<file path="src/rtl/mem_port_bridge.sv">
// Request FIFO in front of a single-cycle memory port, with an ordered read-response path.
// Define MEM_PORT_BRIDGE_RSP_REG_EN to register rsp_valid/rsp_data (adds one cycle of response latency).
module mem_port_bridge #(
   parameter int DATA_W = 32,
   parameter int ADDR_W = 32,
   parameter int DEPTH  = 4
) (
   input  logic                     clock,
   input  logic                     reset,
   input  logic                     req_valid,
   output logic                     req_ready,
   input  logic                     req_rd_wr,
   input  logic [ADDR_W-1:0]        req_add,
   input  logic [DATA_W-1:0]        req_data,
   input  logic                     flush,
   input  logic                     mem_hold,
   output logic                     mem_en,
   output logic                     mem_rd_wr,
   output logic [ADDR_W-1:0]        mem_add,
   output logic [DATA_W-1:0]        mem_data,
   input  logic [DATA_W-1:0]        mem_rdata,
   output logic                     rsp_valid,
   output logic [DATA_W-1:0]        rsp_data,
   output logic [$clog2(DEPTH):0]   count
);

   localparam int PTR_W = $clog2(DEPTH);
   localparam int CNT_W = PTR_W + 1;
   localparam logic [CNT_W-1:0] FULL_CNT = CNT_W'(DEPTH);

   typedef enum logic [1:0] {IDLE, ISSUE, HOLD} state_t;

   state_t            state;
   logic [PTR_W-1:0]  wr_ptr;
   logic [PTR_W-1:0]  rd_ptr;
   logic              fifo_rd_wr [DEPTH];
   logic [ADDR_W-1:0] fifo_add   [DEPTH];
   logic [DATA_W-1:0] fifo_data  [DEPTH];
   logic              push;
   logic              pop;
   logic              rd_pend;

   assign req_ready = (count != FULL_CNT) && !flush && !reset;
   assign push      = req_valid && req_ready;
   assign pop       = (count != '0) && !mem_hold && !flush && !reset;

   // ISSUE is entered exactly on edges that pop, so it doubles as the access strobe.
   assign mem_en    = (state == ISSUE);

   always_ff @(posedge clock) begin
      if (push) begin
         fifo_rd_wr[wr_ptr] <= req_rd_wr;
         fifo_add[wr_ptr]   <= req_add;
         fifo_data[wr_ptr]  <= req_data;
      end
   end

   always_ff @(posedge clock) begin
      if (reset) begin
         state     <= IDLE;
         count     <= '0;
         wr_ptr    <= '0;
         rd_ptr    <= '0;
         mem_rd_wr <= 1'b0;
         mem_add   <= '0;
         mem_data  <= '0;
         rd_pend   <= 1'b0;
      end else begin
         // An access already on the port completes even across a flush.
         rd_pend <= mem_en && !mem_rd_wr;

         if (pop) begin
            state     <= ISSUE;
            mem_rd_wr <= fifo_rd_wr[rd_ptr];
            mem_add   <= fifo_add[rd_ptr];
            mem_data  <= fifo_data[rd_ptr];
         end else if ((count != '0) && mem_hold && !flush) begin
            state <= HOLD;
         end else begin
            state <= IDLE;
         end

         if (flush) begin
            count  <= '0;
            wr_ptr <= '0;
            rd_ptr <= '0;
         end else begin
            if (push) wr_ptr <= wr_ptr + PTR_W'(1);
            if (pop)  rd_ptr <= rd_ptr + PTR_W'(1);
            if (push && !pop)      count <= count + CNT_W'(1);
            else if (pop && !push) count <= count - CNT_W'(1);
         end
      end
   end

`ifdef MEM_PORT_BRIDGE_RSP_REG_EN
   always_ff @(posedge clock) begin
      if (reset) begin
         rsp_valid <= 1'b0;
         rsp_data  <= '0;
      end else begin
         rsp_valid <= rd_pend;
         rsp_data  <= mem_rdata;
      end
   end
`else
   assign rsp_valid = rd_pend;
   assign rsp_data  = mem_rdata;
`endif

endmodule

</file>
<file path="config.mk">
export PLATFORM = sky130hd
export DESIGN_NAME = mem_port_bridge
export DESIGN_NICKNAME = d
export VERILOG_FILES = /design/src/rtl/mem_port_bridge.sv
export SDC_FILE = /design/constraint.sdc
export NUM_CORES = 1
export LEC_CHECK = 0
export ABC_AREA = 0
export CAP_MARGIN = 20
export CORE_ASPECT_RATIO = 1.5
export CORE_MARGIN = 3
export CORE_UTILIZATION = 46
export DETAILED_ROUTE_END_ITERATION = 7
export PLACE_DENSITY = 0.71
export RECOVER_POWER = 50
export SYNTH_ARGS = -nofsm -noshare
export SYNTH_HDL_FRONTEND = slang
export SYNTH_SLANG_ARGS = --single-unit
</file>
<file path="constraint.sdc">
create_clock -name clock -period 3 [get_ports clock]
set_input_delay 0.6 -clock clock [delete_from_list [all_inputs] [get_ports clock]]
set_output_delay 0.6 -clock clock [all_outputs]
set_load 0.03 [all_outputs]
</file>
After elaboration in Yosys (flattened, before gate mapping). Memories as Yosys holds them, arrays and structs flattened. A register that Yosys moved wholly into a read port is not among the register bits. Cells that the tools add are included.

Flip-flop bits (word level): 10. RAM bits: 260. Input bits: 102. Output and inout port bits: 103. Logic and storage cells: 42. Memories: 3.

Memory list: fifo_add (depth 4, bits a word 32, read ports 1, clocked after Yosys merged registers in 1, wr ports 1, line 37) `logic [ADDR_W-1:0] fifo_add [DEPTH];`; fifo_data (depth 4, bits a word 32, read ports 1, clocked after Yosys merged registers in 1, wr ports 1, line 38) `logic [DATA_W-1:0] fifo_data [DEPTH];`; fifo_rd_wr (depth 4, bits a word 1, read ports 1, clocked after Yosys merged registers in 1, wr ports 1, line 36) `logic fifo_rd_wr [DEPTH];`.

Add/subtract/negate cells: 4. Equality and inequality tests: 2. Multiplexer cells: 6. Reductions and logical operators: 21.

Operators by type and width (count): $logic_and A1 B1 Y1 (11); $logic_not A1 Y1 (6); $mux W3 (2); $add A2 B1 Y2 const B (2); $reduce_or A2 Y1 (2); $add A3 B1 Y3 const B (1); $mux W1 (3); $ne A3 B3 Y1 const B (1); $reduce_bool A3 Y1 (1); $sub A3 B1 Y3 const B (1); $eq A2 B1 Y1 const B (1); $mux W2 (1); $reduce_bool A2 Y1 (1).

Logic depth before layout (Yosys ltp). Gate-level depths: netlist (run 1).

Word-level depth: 8. Mapped depth: 10.

Worst setup path before layout (run 1). No wires, ideal clock.

Kind: input to register. From: in flush. To: mem fifo_add[0][0] (enable). Setup time: 0.430 ns. Arrival: 2.693 ns. Required time: 2.570 ns. Path slack: -0.123 ns. Stages on the path: 4. Cell sequence: nor2_1 and3_1 buf_2 and2_1.

Longest elaborated chain between the ends: 6.

Ends and longest elaborated chain: from (decl) (line 15) `input logic flush,`; $logic_not A1 Y1 (line 43) `assign req_ready = (count != FULL_CNT) && !flush && !reset;`; $logic_and A1 B1 Y1 (2 in a row) (line 43); $logic_and A1 B1 Y1 (line 44) `assign push = req_valid && req_ready;`; named net push (line 39) `logic push;`; $mux W1 (line 51) `if (push) begin`; $mux W1 (implied by the code) (line 53) `fifo_add[wr_ptr] <= req_add;`; to (decl) (line 37).

The timed path passes the listed nets, and every way through them passes these cells.

Final worst setup path (run 1).
From: in reset. To: reg count[2].

Longest elaborated chain between the ends: 6. Elaborated cells on any way between the ends: 11. Those cells by class: mux (1); reduce/logical (10).

Ends and longest elaborated chain: from (decl) (line 9) `input logic reset,`; $logic_not A1 Y1 (line 43, 45); $logic_and A1 B1 Y1 (line 43); $logic_and A1 B1 Y1 (line 44); $logic_not A1 Y1 (line 91) `else if (pop && !push) count <= count - CNT_W'(1);`; $logic_and A1 B1 Y1 (line 91); $reduce_bool A2 Y1 (no line); to (signal assigned) (line 90) `if (push && !pop) count <= count + CNT_W'(1);`; to (signal assigned) (line 91); to (decl) (line 24) `output logic [$clog2(DEPTH):0] count`.

Parallel ways exist; a longest one is shown, timed or not. A chain may end at the register's enable or synchronous reset.

==> impl_metrics.csv, run 1 <==
group,metric,value,unit
outcome,status,"completed",
setup_path,reg2regPathDepth,3,
job,drv_cap,0,
route,remaining_antenna_violation_count_after_routing,0,
cts,clk_transition_reported_paths,0.06,ns
logic_synthesis,synth.top_cells.by_area,"sky130_fd_sc_hd__edfxtp_1 64%, sky130_fd_sc_hd__dfxtp_1 12%, sky130_fd_sc_hd__mux4_2 12%, sky130_fd_sc_hd__a22o_1 4.7%, sky130_fd_sc_hd__buf_4 2.3%",
layout,fillers,1927,
logic_synthesis,ys_seq_elements,335,
logic_synthesis,syn_area,12160,um^2
sta,tightest_slew,1.401,ns
power_and_ir_drop,comb_power_share,3.6,%
setup_path,critPathCaptureType,"flip-flop",
cts,cts.hold.buffers_added,0,
layout,area.growth.synth_to_final,20.94,%
cts,number_of_levels_the_h_tree_was_split_into,1,
setup_path,crit_path_class,"input pin to flip-flop",
sta,finalSetupViolCount,0,
min_path,min_delay_path_depth,1,
cts,numClockSinks,335,
global_routing,grt-ovfl-total,0,
global_routing,grt_max_degree,67,
place,dp.final_hpwl,14630,um
sta,finalCritPeriodShare,85.20,%
setup_path,timing.critical_path.from_type,"input pin",
power_and_ir_drop,leakage,4.746,nW
sta,timing_hold_violations_final,0,
logic_synthesis,netlist.area_leader.share,64.20,%
power_and_ir_drop,total_switching_power,0.001752,W
route,wirelength_per_cell,22.36,um
layout,area.sequential,9313,um^2
power_and_ir_drop,cell_internal_pwr,0.007281,W
global_routing,combined_global_route_utilization_of_all_metal_layers,16.51,%
power_and_ir_drop,vdd_ir_drop_max,401.3,uV
sta,holdWs,0.4783,ns
logic_synthesis,sequential_element_share_of_the_synthesized_area,76.54,%
logic_synthesis,mapped_avg_cell_area,21.19,um^2
sta,timing.setup.tns,0,ns
power_and_ir_drop,power_frac_seq,56.1,%
setup_path,worst-path-max-fanout,6,
power_and_ir_drop,finalPower,0.009033,W
global_routing,grt_first_pass_wirelength,36390,um
cts,cts-buffers-inserted,29,
place,gpl.final_weighted_congestion,0.7203,
min_path,min_from,"mem_add[21]",
setup_path,worst_r2r_startpoint,"rd_ptr[0]",
route,detail_route.first_pass.iterations,4,
floorplanning,die_width,138.8,um
place,buffer_ports.inserted,140,
setup_path,crit_arrival,3.02,ns
logic_synthesis,yosys.area.top_type,"sky130_fd_sc_hd__edfxtp_1",
logic_synthesis,synth_net_count,682,
route,number_of_vias_per_cell,5.484,
cts,max-clock-path-buffers,3,
power_and_ir_drop,sw_frac_of_total,19.39,%
logic_synthesis,syn_inst,574,
setup_path,worst_setup_path_startpoint,"reset",
sta,clock.fmax,391.2,MHz
cts,post-cts-setup-buffer-count,0,
power_and_ir_drop,clock_power_share,40.3,%
layout,nNetsFinal,809,
sta,rsz0062_at_grt,"no",
sta,timing.clock.skew,0.01085,ns
floorplanning,die_area,28470,um^2
route,detail_route.wirelength,23650,um
floorplanning,die-height,205.1,um
floorplanning,design.core.area,25940,um^2
place,dpl-instance-area,13790,um^2
floorplanning,placementRows,72,
floorplanning,initial_util,46.88,%
layout,layout.cell_area.non_filler,14710,um^2
power_and_ir_drop,power_per_cell_area,614.2,nW/um^2
cts,insertion_delay_to_the_later_sink_of_the_worst_skew_pair,0.54,ns
cts,post_cts.resized_instances,0,
sta,drv_slew,0,
cts,cts_tree,"done",
sta,timing.final.crit_period,2.556,ns
route,initialDrtViolationCount,328,
global_routing,antenna_violations_before_repair,2,
layout,multi_input_comb_area,2374,um^2
floorplanning,floorplan.io_pins,205,
layout,post_route_cells_drive_above_1_share,18.12,%
logic_synthesis,number_of_different_library_cells_in_the_post_synthesis_netlist,32,
global_routing,first_global_vias,6384,
cts,cts.root.buffer_cell,"sky130_fd_sc_hd__clkbuf_16",
route,remaining_drc_errors,0,
setup_path,critPathRequiredTime,3.47,ns
sta,timing.slew.headroom,6.446,%
logic_synthesis,ys_warn_count,0,
min_path,min_path_type,"flip-flop to flip-flop",
route,num_vias,5802,
## cells in the final DEF (no fill, tap or decap), types with 6 or more instances in the layout
master	n
sky130_fd_sc_hd__clkbuf_1	8
sky130_fd_sc_hd__dfxtp_1	74
sky130_fd_sc_hd__buf_12	10
sky130_fd_sc_hd__clkinv_2	6
sky130_fd_sc_hd__a22o_1	65
sky130_fd_sc_hd__clkbuf_16	29
sky130_fd_sc_hd__edfxtp_1	260
sky130_fd_sc_hd__dlygate4sd3_1	66
sky130_fd_sc_hd__buf_4	8
sky130_fd_sc_hd__clkdlybuf4s50_1	73
sky130_fd_sc_hd__mux4_2	65
## cell families after synthesis
| family | after synthesis | synth area share (%) |
|---|---|---|
| buf+inv | 67 | 4.095 |
| fa+ha+maj | 6 | 0.6790 |
| mux | 69 | 12.37 |
| compound gates | 70 | 4.938 |
| simple gates | 25 | 1.235 |
| flops | 335 | 76.54 |
| xor+xnor | 2 | 0.1441 |
## registers in the layout (all words and copies together), names as in the netlist
register,flops
fifo_add,128
fifo_data,128
rd_ptr,2
wr_ptr,2
mem_rd_wr,1
mem_data,32
state,2
mem_add,32
fifo_rd_wr,4
count,3
rsp_valid,1
## power by group through the flow
stage	clock [W]	sequential, W	combinational (W)
after floorplan	0	0.00520	0.000197
after global placement	0	0.00517	0.000332
after detailed placement	0	0.00517	0.000348
after CTS	0.00372	0.00507	0.000349
after global routing	0.00389	0.00507	0.000349
final	0.00364	0.00507	0.000326
## critical path: stages
cell	delay, ns
sky130_fd_sc_hd__dlygate4sd3_1	0.58
sky130_fd_sc_hd__nor2_1	0.32
sky130_fd_sc_hd__and3_1	0.25
sky130_fd_sc_hd__ha_1	0.20
sky130_fd_sc_hd__inv_1	0.06
sky130_fd_sc_hd__fa_1	0.39
sky130_fd_sc_hd__xor2_1	0.18
sky130_fd_sc_hd__or3_1	0.30
sky130_fd_sc_hd__a21oi_1	0.13
## cell type report
class / count / area share, %
Inverter: 5 / 0.1276
Multi-Input combinational cell: 172 / 16.14
Sequential cell: 335 / 63.32
Clock inverter: 15 / 0.9953
Antenna cell: 2 / 0.03403
Timing Repair Buffer: 158 / 11.25
Clock buffer: 38 / 5.300
Tap cell: 333 / 2.833
## metrics by stage
step	cells	setup WS [ns]	util (%)
floorplan	574	0.5862	-
global placement	1003	0.1383	53.15
detailed placement	1003	0.01085	53.15
CTS	1056	0.5664	56.72
global route	1058	0.2521	56.69
finish	1058	0.4439	56.69
## final timing paths
kind,slack (ns),end
worst max-delay path,0.44,count[2]
worst min register to register,0.48,mem_add[21]
worst max register to register,0.52,mem_add[30]
worst min-delay path,0.48,mem_add[21]
## Yosys cell counts, drive strengths merged
cell,instances
and2,5
nor2,4
buf,55
dfxtp,75
a21oi,3
nand2,3
fa,1
or3,3
or3b,1
or2,1
mux2i,4
nor2b,1
o21ai,1
clkbuf,7
and3,2
o31ai,1
ha,5
nand3,1
inv,5
a22o,65
nand3b,1
xor2,2
mux4,65
nor3,2
edfxtp,260
nor3b,1
## per-layer routing
layer  track usage [%]  share of wire, %  vias up  routed length (um)
li1                  -                 -     2561                   -
met1             20.25                39     3006                9196
met2             28.93                53      157               12490
met3             2.289               4.2       78                1002
met4             8.007               4.1        0                 959
met5                 0                 0        -                   0
No activity file was read; power rests on OpenSTA's default activity.
==> run 2: changes to the inputs <==
--- a/config.mk
+++ b/config.mk
@@ -10,9 +10,11 @@
 export CORE_ASPECT_RATIO = 1.5
 export CORE_MARGIN = 3
 export CORE_UTILIZATION = 46
+export CTS_CLUSTER_SIZE = 10
 export DETAILED_ROUTE_END_ITERATION = 7
 export PLACE_DENSITY = 0.71
 export RECOVER_POWER = 50
 export SYNTH_ARGS = -nofsm -noshare
 export SYNTH_HDL_FRONTEND = slang
 export SYNTH_SLANG_ARGS = --single-unit
+export TNS_END_PERCENT = 50
==> run 2 against run 1 <==
Effect of this change: count of clock-buffer cells in the layout increased by 27; routed wire length is 1.2% higher; sequential power barely moved; clock skew is 0.018 ns higher; combinational power about the same; largest cell class unchanged.
==> impl_metrics.csv, run 2 (same netlist as run 1, synthesis figures left out) <==
group,metric,value,unit
outcome,status,"completed",
setup_path,critPathCaptureType,"flip-flop",
cts,max-clock-path-buffers,3,
layout,layout.cell_area.non_filler,14910,um^2
setup_path,cpPeakStageDelay,0.59,ns
place,pre_cts_ws,0.01085,ns
route,detail_route.wirelength,23930,um
power_and_ir_drop,sw_frac_of_total,19.98,%
setup_path,critPathRequiredTime,3.15,ns
sta,rsz0062_at_grt,"no",
floorplanning,die_width,138.8,um
layout,nNetsFinal,820,
cts,numClockSinks,335,
sta,drv_slew,0,
setup_path,reg2regPathDepth,3,
floorplanning,die-height,205.1,um
route,num_vias,5881,
cts,number_of_levels_the_h_tree_was_split_into,2,
setup_path,crit_path_cell_trace,"dlygate4sd3_1 > nor2_1 > and3_1 > clkbuf_1 > and2_0 > clkbuf_4",
route,wirelength_per_cell,22.26,um
power_and_ir_drop,power_per_cell_area,642.2,nW/um^2
power_and_ir_drop,leakage,4.831,nW
floorplanning,placementRows,72,
power_and_ir_drop,total_switching_power,0.001913,W
sta,finalCritPeriodShare,86.41,%
layout,multi_input_comb_area,2371,um^2
place,dp.final_hpwl,14630,um
layout,area.growth.synth_to_final,22.56,%
place,buffer_ports.inserted,140,
cts,cts-buffers-inserted,39,
setup_path,worst_setup_path_startpoint,"reset",
global_routing,grt_max_degree,67,
sta,timing.slew.headroom,4.588,%
layout,area.sequential,9313,um^2
route,remaining_drc_errors,0,
sta,tightest_slew,1.429,ns
floorplanning,die_area,28470,um^2
cts,clk_transition_reported_paths,0.05,ns
min_path,min_from,"mem_data[30]",
route,initialDrtViolationCount,339,
setup_path,worst_r2r_startpoint,"rd_ptr[0]",
global_routing,first_global_vias,6501,
job,drv_cap,0,
layout,most-common-layout-cells,"260 x sky130_fd_sc_hd__edfxtp_1, 74 x sky130_fd_sc_hd__dfxtp_1, 73 x sky130_fd_sc_hd__clkdlybuf4s50_1",
min_path,min_delay_path_depth,1,
cts,post-cts-setup-buffer-count,0,
route,remaining_antenna_violation_count_after_routing,0,
global_routing,grt-ovfl-total,0,
floorplanning,design.core.area,25940,um^2
setup_path,crit_path_class,"input pin to flip-flop",
power_and_ir_drop,vdd_ir_drop_max,538.7,uV
route,number_of_vias_per_cell,5.471,
power_and_ir_drop,power_frac_seq,53.1,%
cts,cts.hold.buffers_added,0,
power_and_ir_drop,clock_power_share,43.5,%
sta,timing_hold_violations_final,0,
cts,insertion_delay_to_the_later_sink_of_the_worst_skew_pair,0.53,ns
power_and_ir_drop,comb_power_share,3.4,%
global_routing,antenna_violations_before_repair,2,
global_routing,combined_global_route_utilization_of_all_metal_layers,16.90,%
sta,timing.final.crit_period,2.592,ns
cts,cts.root.buffer_cell,"sky130_fd_sc_hd__clkbuf_16",
min_path,min_path_type,"flip-flop to flip-flop",
layout,post_route_cells_drive_above_1_share,17.97,%
power_and_ir_drop,cell_internal_pwr,0.007659,W
setup_path,crit_slowest_cell,"sky130_fd_sc_hd__dlygate4sd3_1",
layout,largest_registers_ranked_by_flip_flop_count,"fifo_add x128, fifo_data x128",
global_routing,grt_first_pass_wirelength,36950,um
cts,cts_tree,"done",
sta,clock.fmax,385.8,MHz
sta,finalSetupViolCount,0,
setup_path,timing.critical_path.from_type,"input pin",
floorplanning,floorplan.io_pins,205,
layout,fillers,1945,
floorplanning,initial_util,46.88,%
sta,holdWs,0.4746,ns
sta,timing.clock.skew,0.02902,ns
route,detail_route.first_pass.iterations,4,
sta,timing.setup.tns,0,ns
place,dpl-instance-area,13790,um^2
setup_path,worst-path-max-fanout,30,
setup_path,crit_arrival,2.74,ns
layout,commonest_non_fill_non_tap_cell_in_the_layout,"sky130_fd_sc_hd__edfxtp_1",
cts,post_cts.resized_instances,0,
place,gpl.final_weighted_congestion,0.7203,
sta,timing.final.ws_setup,0.4078,ns
## run 2: changes by cell type in the layout (fill, tap and decap cells not counted), moves of 3 or more
cell / before / now
sky130_fd_sc_hd__bufinv_16: 3 / 0
sky130_fd_sc_hd__clkinv_1: 5 / 0
sky130_fd_sc_hd__clkbuf_1: 8 / 27
sky130_fd_sc_hd__clkbuf_16: 29 / 39
sky130_fd_sc_hd__clkinv_2: 6 / 1
## run 2: metrics by stage
step	util, %	std cells	total power, W
after floorplan	-	574	0.005394
after global placement	53.15	1003	0.005500
after detailed placement	53.15	1003	0.005520
after CTS	57.51	1072	0.009697
after global routing	57.45	1075	0.009889
final	57.45	1075	0.009572
## run 2: path summary, 6_finish.rpt
kind | to | slack [ns]
min | mem_data[30] | 0.47
max reg2reg | mem_add[4] | 0.48
max | fifo_data[1][23] | 0.41
min reg2reg | mem_data[30] | 0.47
## run 2: per-layer routing
layer	vias to the layer above	GRT usage, %	routed length, um
li1	2597	-	-
met1	3028	20.19	9117
met2	176	29.64	12730
met3	80	3.106	1087
met4	0	8.112	995
met5	-	0	0
## run 2: area by class of cell
| class | count | area share (%) |
|---|---|---|
| Timing Repair Buffer | 159 | 11.07 |
| Clock buffer | 65 | 7.202 |
| Antenna cell | 2 | 0.03358 |
| Inverter | 5 | 0.1259 |
| Multi-Input combinational cell | 172 | 15.91 |
| Clock inverter | 4 | 0.3861 |
| Tap cell | 333 | 2.795 |
| Sequential cell | 335 | 62.48 |
## run 2: critical path, delay by kind of cell
family / cells / cell delay (ns)
buffers and inverters: 3 / 1.32
AND/OR/NAND/NOR: 3 / 0.79
## run 2: power by group through the flow
stage | sequential [W] | clock (W) | combinational (W)
floorplan | 0.00520 | 0 | 0.000197
finish | 0.00508 | 0.00417 | 0.000327
CTS | 0.00508 | 0.00427 | 0.000349
detailed placement | 0.00517 | 0 | 0.000348
global placement | 0.00517 | 0 | 0.000332
global route | 0.00508 | 0.00446 | 0.000350
